<file path="src/rtl/vga_term_pkg.sv">
// Shared types and constants for the vga_term character-terminal sequencer.
package vga_term_pkg;

  typedef enum logic [2:0] {
    IDLE,
    WRITE,
    SCROLL,
    SCROLL_WAIT,
    CLEAR
  } state_t;

  localparam int COLS_DEF = 80;
  localparam int ROWS_DEF = 30;

  localparam logic [6:0] CHR_BS  = 7'd8;
  localparam logic [6:0] CHR_HT  = 7'd9;
  localparam logic [6:0] CHR_LF  = 7'd10;
  localparam logic [6:0] CHR_FF  = 7'd12;
  localparam logic [6:0] CHR_CR  = 7'd13;
  localparam logic [6:0] CHR_SP  = 7'd32;
  localparam logic [6:0] CHR_DEL = 7'd127;

  function automatic logic is_printable(input logic [6:0] code);
    return (code >= CHR_SP) && (code < CHR_DEL);
  endfunction

endpackage

</file>
<file path="src/rtl/vga_term_cursor.sv">
// Next-cursor calculation for one incoming code; purely combinational.
module vga_term_cursor
  import vga_term_pkg::*;
#(
  parameter int COLS      = COLS_DEF,
  parameter int ROWS      = ROWS_DEF,
  parameter int TAB_WIDTH = 8
) (
  input  logic [4:0] row,
  input  logic [6:0] col,
  input  logic [6:0] code,
  output logic [4:0] next_row,
  output logic [6:0] next_col,
  output logic       need_scroll
);

  logic [7:0] tab_stop;
  logic       last_col;
  logic       last_row;

  // One extra bit so the stop past the last column can be detected and clamped.
  assign tab_stop = ({1'b0, col} | 8'(TAB_WIDTH - 1)) + 8'd1;
  assign last_col = (col == 7'(COLS - 1));
  assign last_row = (row == 5'(ROWS - 1));

  always_comb begin
    next_row    = row;
    next_col    = col;
    need_scroll = 1'b0;
    if (is_printable(code)) begin
      if (last_col) begin
        next_col = 7'd0;
        if (last_row) need_scroll = 1'b1;
        else          next_row    = row + 5'd1;
      end else begin
        next_col = col + 7'd1;
      end
    end else begin
      case (code)
        CHR_CR: next_col = 7'd0;
        CHR_LF: begin
          if (last_row) need_scroll = 1'b1;
          else          next_row    = row + 5'd1;
        end
        CHR_BS: if (col != 7'd0) next_col = col - 7'd1;
        CHR_HT: next_col = (tab_stop > 8'(COLS - 1)) ? 7'(COLS - 1) : tab_stop[6:0];
        default: ;
      endcase
    end
  end

endmodule

</file>
<file path="src/rtl/vga_term.sv">
// Character-terminal sequencer: accepts ASCII bytes, tracks the cursor and
// drives the write/scroll ports of the 80x30 vga character controller.
module vga_term
  import vga_term_pkg::*;
#(
  parameter int COLS      = COLS_DEF,
  parameter int ROWS      = ROWS_DEF,
  parameter int TAB_WIDTH = 8
) (
  input  logic       clk_in,
  input  logic       rst_in,
  input  logic [7:0] data_in,
  input  logic       valid_in,
  output logic       ready_out,
  input  logic       vga_ready_in,
  output logic       vga_write_out,
  output logic [4:0] vga_row_out,
  output logic [6:0] vga_col_out,
  output logic [6:0] vga_data_out,
  output logic       vga_scroll_out,
  output logic [4:0] cursor_row_out,
  output logic [6:0] cursor_col_out
);

  state_t     state;
  logic [6:0] code;
  logic       unused_bit7;
  logic       accept;
  logic [4:0] nxt_row;
  logic [6:0] nxt_col;
  logic       need_scroll;
  logic       pend_scroll;
  logic [4:0] clr_row;
  logic [6:0] clr_col;

  assign code        = data_in[6:0];
  assign unused_bit7 = data_in[7];
  assign ready_out   = (state == IDLE) & vga_ready_in;
  assign accept      = valid_in & ready_out;

  vga_term_cursor #(.COLS(COLS), .ROWS(ROWS), .TAB_WIDTH(TAB_WIDTH)) u_cursor (
    .row         (cursor_row_out),
    .col         (cursor_col_out),
    .code        (code),
    .next_row    (nxt_row),
    .next_col    (nxt_col),
    .need_scroll (need_scroll)
  );

  always_ff @(posedge clk_in or posedge rst_in) begin
    if (rst_in) begin
      state          <= IDLE;
      cursor_row_out <= '0;
      cursor_col_out <= '0;
      clr_row        <= '0;
      clr_col        <= '0;
      pend_scroll    <= 1'b0;
      vga_write_out  <= 1'b0;
      vga_scroll_out <= 1'b0;
      vga_row_out    <= '0;
      vga_col_out    <= '0;
      vga_data_out   <= '0;
    end else begin
      vga_write_out  <= 1'b0;
      vga_scroll_out <= 1'b0;
      case (state)
        IDLE: begin
          if (accept) begin
            cursor_row_out <= nxt_row;
            cursor_col_out <= nxt_col;
            if (is_printable(code)) begin
              vga_write_out <= 1'b1;
              vga_row_out   <= cursor_row_out;
              vga_col_out   <= cursor_col_out;
              vga_data_out  <= code;
              pend_scroll   <= need_scroll;
              state         <= WRITE;
            end else if (code == CHR_FF) begin
              clr_row <= '0;
              clr_col <= '0;
              state   <= CLEAR;
            end else if (need_scroll) begin
              state <= SCROLL;
            end
          end
        end
        WRITE: state <= pend_scroll ? SCROLL : IDLE;
        SCROLL: begin
          if (vga_ready_in) begin
            vga_scroll_out <= 1'b1;
            state          <= SCROLL_WAIT;
          end
        end
        // The pulse cycle itself is the mandatory one-cycle wait.
        SCROLL_WAIT: if (!vga_scroll_out && vga_ready_in) state <= IDLE;
        CLEAR: begin
          if (vga_ready_in) begin
            vga_write_out <= 1'b1;
            vga_row_out   <= clr_row;
            vga_col_out   <= clr_col;
            vga_data_out  <= CHR_SP;
            if (clr_col == 7'(COLS - 1)) begin
              clr_col <= '0;
              if (clr_row == 5'(ROWS - 1)) begin
                cursor_row_out <= '0;
                cursor_col_out <= '0;
                state          <= IDLE;
              end else begin
                clr_row <= clr_row + 5'd1;
              end
            end else begin
              clr_col <= clr_col + 7'd1;
            end
          end
        end
        default: state <= IDLE;
      endcase
    end
  end

endmodule

</file>
<file path="config.mk">
export PLATFORM = sky130hd
export DESIGN_NAME = vga_term
export DESIGN_NICKNAME = d
export VERILOG_FILES = /design/src/rtl/vga_term_pkg.sv /design/src/rtl/vga_term_cursor.sv /design/src/rtl/vga_term.sv
export SDC_FILE = /design/constraint.sdc
export NUM_CORES = 1
export LEC_CHECK = 0
export ABC_AREA = 0
export CORE_ASPECT_RATIO = 0.9
export CORE_MARGIN = 2
export CORE_UTILIZATION = 23
export DETAILED_ROUTE_END_ITERATION = 16
export PLACE_DENSITY = 0.49
export SYNTH_ARGS = -nofsm -noshare
export SYNTH_HDL_FRONTEND = slang
export SYNTH_SLANG_ARGS = --single-unit
</file>
<file path="constraint.sdc">
create_clock -name clk_in -period 4.61 [get_ports clk_in]
set_input_delay 0.922 -clock clk_in [delete_from_list [all_inputs] [get_ports clk_in]]
set_output_delay 0.922 -clock clk_in [all_outputs]
set_load 0.02 [all_outputs]
</file>
==> results of run 1 <==
## flip-flops by register name, indices dropped and copies added, names as in the netlist
name	cells
cursor_col_out	7
clr_row	5
clr_col	7
state	3
vga_scroll_out	1
vga_data_out	7
pend_scroll	1
vga_write_out	1
vga_col_out	7
cursor_row_out	5
vga_row_out	5
## path summary, 6_finish.rpt
kind | to | slack (ns) | cells after the start
setup / recovery | ready_out | 1.17 | 3
hold / removal | pend_scroll | 0.53 | 2
setup reg to reg | cursor_col_out[1] | 2.27 | 7
hold reg to reg | pend_scroll | 0.53 | 2
max in group asynchronous | cursor_col_out[5] | 3.04 | 3
min in group asynchronous | vga_write_out | 1.12 | 3
## layout make-up
class / instances / area, um^2
flip-flops and latches: 49 / 1230
clock buffers: 7 / 143
repair buffers: 49 / 478
multi-input cells: 272 / 1760
well taps: 168 / 210
fillers: 1453 / 9490
inverters: 21 / 78.8
clock inverters: 1 / 30.0
## cell usage after synthesis, drive strengths merged (3+ instances only)
cell	count
or3	4
nor4b	4
and3	6
a41oi	3
or3b	4
buf	13
nand3	20
a31oi	22
o211ai	8
a211o	4
o21ai	33
ha	10
nor4	4
clkbuf	8
nand2	39
nor3b	5
or2	3
nor3	8
a21oi	16
nor2	24
nand4	8
inv	21
dfrtp	49
and4	3
## worst min-delay path: stages, from the launching register on
cell,delay [ns]
dfrtp_1,0.34
o21ai_0,0.08
o41ai_1,0.07
## metrics by stage
stage	setup slack, ns	cells	hold WS, ns	area (um^2)
finish	1.17	567	0.527	3930
global route	1.13	567	0.568	3930
CTS	1.16	567	0.529	3930
detailed placement	1.14	559	0.513	3750
global placement	1.14	559	0.494	3750
floorplan	2.26	363	0.465	3180
## routing by layer
metal	wire (um)	part of all wire [%]	GRT usage, %
met5	0	0	0
met3	484	5.3	2.68
met2	3920	43	19.4
met1	4690	51	19.2
met4	59	0.65	3.08
## power by group
group / total [mW] / switching (mW) / internal [mW] / leakage [nW]
combinational: 0.828 / 0.440 / 0.388 / 0.851
clock: 0.443 / 0.171 / 0.272 / 0.0841
sequential: 0.706 / 0.157 / 0.549 / 0.589
## logic make-up (layout without fill, tap and decap cells)
kind of cell / count (synthesis) / in the layout
AO/OA/AOI/OAI: 117 / 117
adder cells (fa/ha/maj): 10 / 10
buffers and inverters: 42 / 78
flip-flops: 49 / 49
multiplexers: 2 / 2
AND/OR/NAND/NOR: 143 / 143
==> impl_metrics.env, run 1 <==
export IMPL_drive_gt1_share_pct=9.52
export IMPL_n_antenna_cell=0
export IMPL_rows=40
export IMPL_min_from="pend_scroll"
export IMPL_start_util_pct=23.7
export IMPL_synth_area_leader_cell="dfrtp_1"
export IMPL_grt_overflow=0
export IMPL_crit_path_max_incr_delay_ns=0.78
export IMPL_cp_required_ns=3.69
export IMPL_synth_cells=363
export IMPL_dp_hpwl_um=6470
export IMPL_grt_pass1_wl_um=15400
export IMPL_synth_edf_count=0
export IMPL_crit_top_cell="clkdlybuf4s50_1"
export IMPL_grt_max_degree=50
export IMPL_clock_fmax_ghz=0.291
export IMPL_worst_pin_slew_ns=0.706
export IMPL_final_core_util_pct=29.3
export IMPL_wl_um=9150
export IMPL_ir_worst_vdd_uv=175
export IMPL_grt_usage_pct=13.0
export IMPL_r2r_start="cursor_col_out[3]"
export IMPL_gp_congestion=0.809
export IMPL_cts_clk_slew_worst_paths_ns=0.07
export IMPL_hp_class="reg -> reg"
export IMPL_cp_end_kind="output pin"
export IMPL_die_h_um=116
export IMPL_ys_top_cells_by_area="dfrtp_1 39%, o21ai_0 4.9%, nand2_1 4.6%"
export IMPL_fin_crit_ns=3.44
export IMPL_drv_slew=0
export IMPL_ys_warnings_count=0
export IMPL_fin_tns_setup_ns=0
export IMPL_status="finished clean"
export IMPL_hold_viol_final=0
export IMPL_rsz0062_at_grt="false"
export IMPL_fin_crit_sh_pct=74.6
export IMPL_antenna_found_initial=0
export IMPL_ys_ff_latch=49
export IMPL_synthesis_area_mm2=0.00318
export IMPL_clock_root_buffer="clkbuf_16"
export IMPL_core_region_area_mm2=0.0134
export IMPL_avgRoutedWirePerCell_um=16.1
export IMPL_avgSynthCellArea_um2=8.76
export IMPL_nets=420
export IMPL_power_density_mw_per_mm2=503
export IMPL_dieArea_mm2=0.0148
export IMPL_leakage_nw=1.52
export IMPL_hold_buffers=0
export IMPL_cts_sinks=49
export IMPL_cts_tree="done"
export IMPL_clock_skew_ns=0.00770
export IMPL_vias=2952
export IMPL_drc_errors=0
export IMPL_synth_top_family_by_area="simple AND/OR/NAND/NOR gates"
export IMPL_synthAdderAreaFrac_pct=3.93
export IMPL_cp_arrival_ns=2.52
export IMPL_drtAntennaViolNets=0
export IMPL_synth_xor_area_share_pct=0
export IMPL_die_x_um=128
export IMPL_io_buffer_count=44
export IMPL_worst_path_max_delay_cell="clkdlybuf4s50_1"
export IMPL_ys_seq_area_share_pct=38.6
export IMPL_synth_top_area_share_pct=38.6
export IMPL_synth_compound_area_share_pct=24.9
export IMPL_setup_viol=0
export IMPL_areaGrowthSynthToFinish_pct=23.5
export IMPL_drt_iter0_markers=326
export IMPL_cts_setup_buffers=0
export IMPL_io_pins=46
export IMPL_final_common_cell="dfrtp_1"
export IMPL_yosys_area_share_simple_pct=25.6
export IMPL_crit_buf_inv=2
export IMPL_dr_pass1_iters=4
export IMPL_crit_chain="clkdlybuf4s50_1, and2_1, clkdlybuf4s50_1"
export IMPL_cp_startpoint="vga_ready_in"
export IMPL_clk_latency_ns=0.30
export IMPL_synthMuxAreaShare_pct=0.669
export IMPL_synth_nets=385
export IMPL_cts_htree_levels=2
export IMPL_async_reset_ff_share_pct=100
export IMPL_crit_fanout=12
export IMPL_grt_pass1_vias=2893
export IMPL_max_slew_margin_pct=52.7
export IMPL_layout_common_cells="49 x dfrtp_1, 44 x clkdlybuf4s50_1, 39 x nand2_1"
export IMPL_synth_ff_type="dfrtp_1"
export IMPL_via_per_inst=5.21
export IMPL_cts_resized=0
export IMPL_ys_types=73
export IMPL_cap_violations=0
export IMPL_finalPower_mw=1.98
export IMPL_worstSetupPathType="in -> out"
export IMPL_clockBufferDepth=2
export IMPL_crit_path_start_kind="input pin"
export IMPL_crit_family="buffers and inverters"
export IMPL_cts_buffers=5
Note: power is estimated with default switching activity, not from simulation.
==> run 2: changes to the inputs <==
==> constraint.sdc (replaced) <==
create_clock -name clk_in -period 3.6 [get_ports clk_in]
set_input_delay 0.72 -clock clk_in [delete_from_list [all_inputs] [get_ports clk_in]]
set_output_delay 0.72 -clock clk_in [all_outputs]
set_load 0.02 [all_outputs]
==> run 2 against run 1 <==
Effect of this change: setup slack got worse by 0.49 ns; sequential cell count stayed put; sequential share of layout area fell by 0.32 points; worst hold slack got worse by 0.012 ns; wire length up 0.33%; highest routed layer unchanged; non-clock buffer count increased by 3; combinational power is 28% higher; clock power grew 37%; final cell count up 0.53%; design area is 1.0% higher.
==> impl_metrics.env, run 2 (same netlist as run 1, synthesis figures left out) <==
export IMPL_drive_gt1_share_pct=10.4
export IMPL_hp_class="reg -> reg"
export IMPL_fin_area_mm2=0.00397
export IMPL_crit_path_start_kind="input pin"
export IMPL_start_util_pct=23.7
export IMPL_hold_viol_final=0
export IMPL_fin_crit_sh_pct=81.0
export IMPL_drt_iter0_markers=216
export IMPL_cts_sinks=49
export IMPL_cap_violations=0
export IMPL_drc_errors=0
export IMPL_r2r_start="cursor_col_out[3]"
export IMPL_setup_viol=0
export IMPL_cts_buffers=5
export IMPL_cp_end_kind="output pin"
export IMPL_crit_family="buffers and inverters"
export IMPL_drtAntennaViolNets=0
export IMPL_cts_htree_levels=2
export IMPL_fin_cells=570
export IMPL_combPwrFrac_pct=41.2
export IMPL_crit_fanout=9
export IMPL_swShare_pct=37.9
export IMPL_io_pins=46
export IMPL_clock_root_buffer="clkbuf_16"
export IMPL_n_antenna_cell=0
export IMPL_areaGrowthSynthToFinish_pct=24.7
export IMPL_ff2ff_setup_slack_ns=1.30
export IMPL_die_h_um=116
export IMPL_clock_fmax_ghz=0.343
export IMPL_placed_cells=562
export IMPL_grt_overflow=0
export IMPL_grt_pass1_wl_um=15000
export IMPL_rsz0062_at_grt="false"
export IMPL_rows=40
export IMPL_dr_pass1_iters=5
export IMPL_hold_path_end="pend_scroll"
export IMPL_fin_crit_ns=2.92
export IMPL_vias=2973
export IMPL_nets=423
export IMPL_crit_buf_inv=2
export IMPL_p_switching_mw=0.974
export IMPL_dp_hpwl_um=6690
export IMPL_min_from="pend_scroll"
export IMPL_cp_required_ns=2.88
export IMPL_die_x_um=128
export IMPL_crit_top_cell="clkdlybuf4s50_1"
export IMPL_dieArea_mm2=0.0148
export IMPL_core_region_area_mm2=0.0134
export IMPL_avgRoutedWirePerCell_um=16.1
export IMPL_p_int_mw=1.60
export IMPL_grt_max_degree=40
export IMPL_ir_worst_vdd_uv=241
export IMPL_worstSetupPathType="in -> out"
export IMPL_drv_slew=0
export IMPL_cts_resized=0
export IMPL_power_density_mw_per_mm2=648
export IMPL_clockPowerShare_pct=23.6
export IMPL_clock_skew_ns=0.00260
export IMPL_grt_pass1_vias=2878
export IMPL_antenna_found_initial=0
export IMPL_fin_tns_setup_ns=0
export IMPL_wl_um=9180
export IMPL_placed_cell_area_mm2=0.00378
export IMPL_io_buffer_count=44
export IMPL_via_per_inst=5.22
export IMPL_layout_common_cells="49 x dfrtp_1, 44 x clkdlybuf4s50_1, 39 x nand2_1"
export IMPL_status="finished clean"
export IMPL_cts_clk_slew_worst_paths_ns=0.06
export IMPL_min_path_cells=2
export IMPL_final_common_cell="dfrtp_1"
export IMPL_worstRegToRegCells=7
export IMPL_p_seq_share_pct=35.2
export IMPL_cts_tree="done"
export IMPL_worst_pin_slew_ns=0.493
export IMPL_clockBufferDepth=2
export IMPL_crit_path_max_incr_delay_ns=0.67
export IMPL_gp_congestion=0.791
export IMPL_clk_latency_ns=0.29
export IMPL_max_slew_margin_pct=66.8
export IMPL_crit_chain="clkdlybuf4s50_1, and2_1, clkdlybuf4s50_1"
export IMPL_grt_usage_pct=12.8
export IMPL_worst_path_max_delay_cell="clkdlybuf4s50_1"
export IMPL_timing_rr_end="cursor_col_out[2]"
export IMPL_cts_setup_buffers=0
export IMPL_cp_arrival_ns=2.20
export IMPL_hold_buffers=0
export IMPL_leakage_nw=1.55
[run 2: through the flow]
stage	hold slack [ns]	setup slack (ns)	util, %	total power [mW]
global route	0.559	0.631	29.6	2.74
finish	0.515	0.683	29.6	2.57
CTS	0.523	0.672	29.6	2.60
global placement	0.492	0.662	28.2	1.97
floorplan	0.465	1.46	-	1.52
detailed placement	0.502	0.648	28.2	1.97
[run 2: area by class of cell]
type	instances	area, um^2
fillers	1428	9450
multi-input cells	272	1760
flip-flops and latches	49	1230
repair buffers	52	500
well taps	168	210
clock buffers	5	125
inverters	21	78.8
clock inverters	3	65.1
[run 2: tightest hold or removal path, cell delays in order (launching register included)]
cell and delay, ns:
dfrtp_1 0.34, o21ai_0 0.08, o41ai_1 0.06
[run 2: worst max path at each step]
stage | startpoint | end | slack [ns] | cells after the start
floorplan | cursor_col_out[3] | cursor_col_out[2] | 1.46 | 8
global placement | vga_ready_in | ready_out | 0.66 | 3
detailed placement | data_in[2] | cursor_col_out[5] | 0.65 | 6
CTS | vga_ready_in | ready_out | 0.67 | 3
global route | vga_ready_in | ready_out | 0.63 | 3
finish | vga_ready_in | ready_out | 0.68 | 3
[run 2: power by group through the flow]
stage          Sequential, mW  Combinational (mW)  Clock (mW)
3_3_place_gp            0.915                1.05           0
4_1_cts                 0.906                1.06       0.629
5_1_grt                 0.936                1.16       0.648
6_report                0.904                1.06       0.608
2_1_floorplan            1.01               0.513           0
3_5_place_dp            0.914                1.06           0
[run 2: routing by layer]
metal	GRT usage [%]	wire length, um	share of wire (%)	vias up
met1	18.4	4740	52	1442
met5	0	0	0	-
li1	-	-	-	1447
met4	3.08	79	0.86	0
met3	2.45	433	4.7	6
met2	20.0	3920	43	78
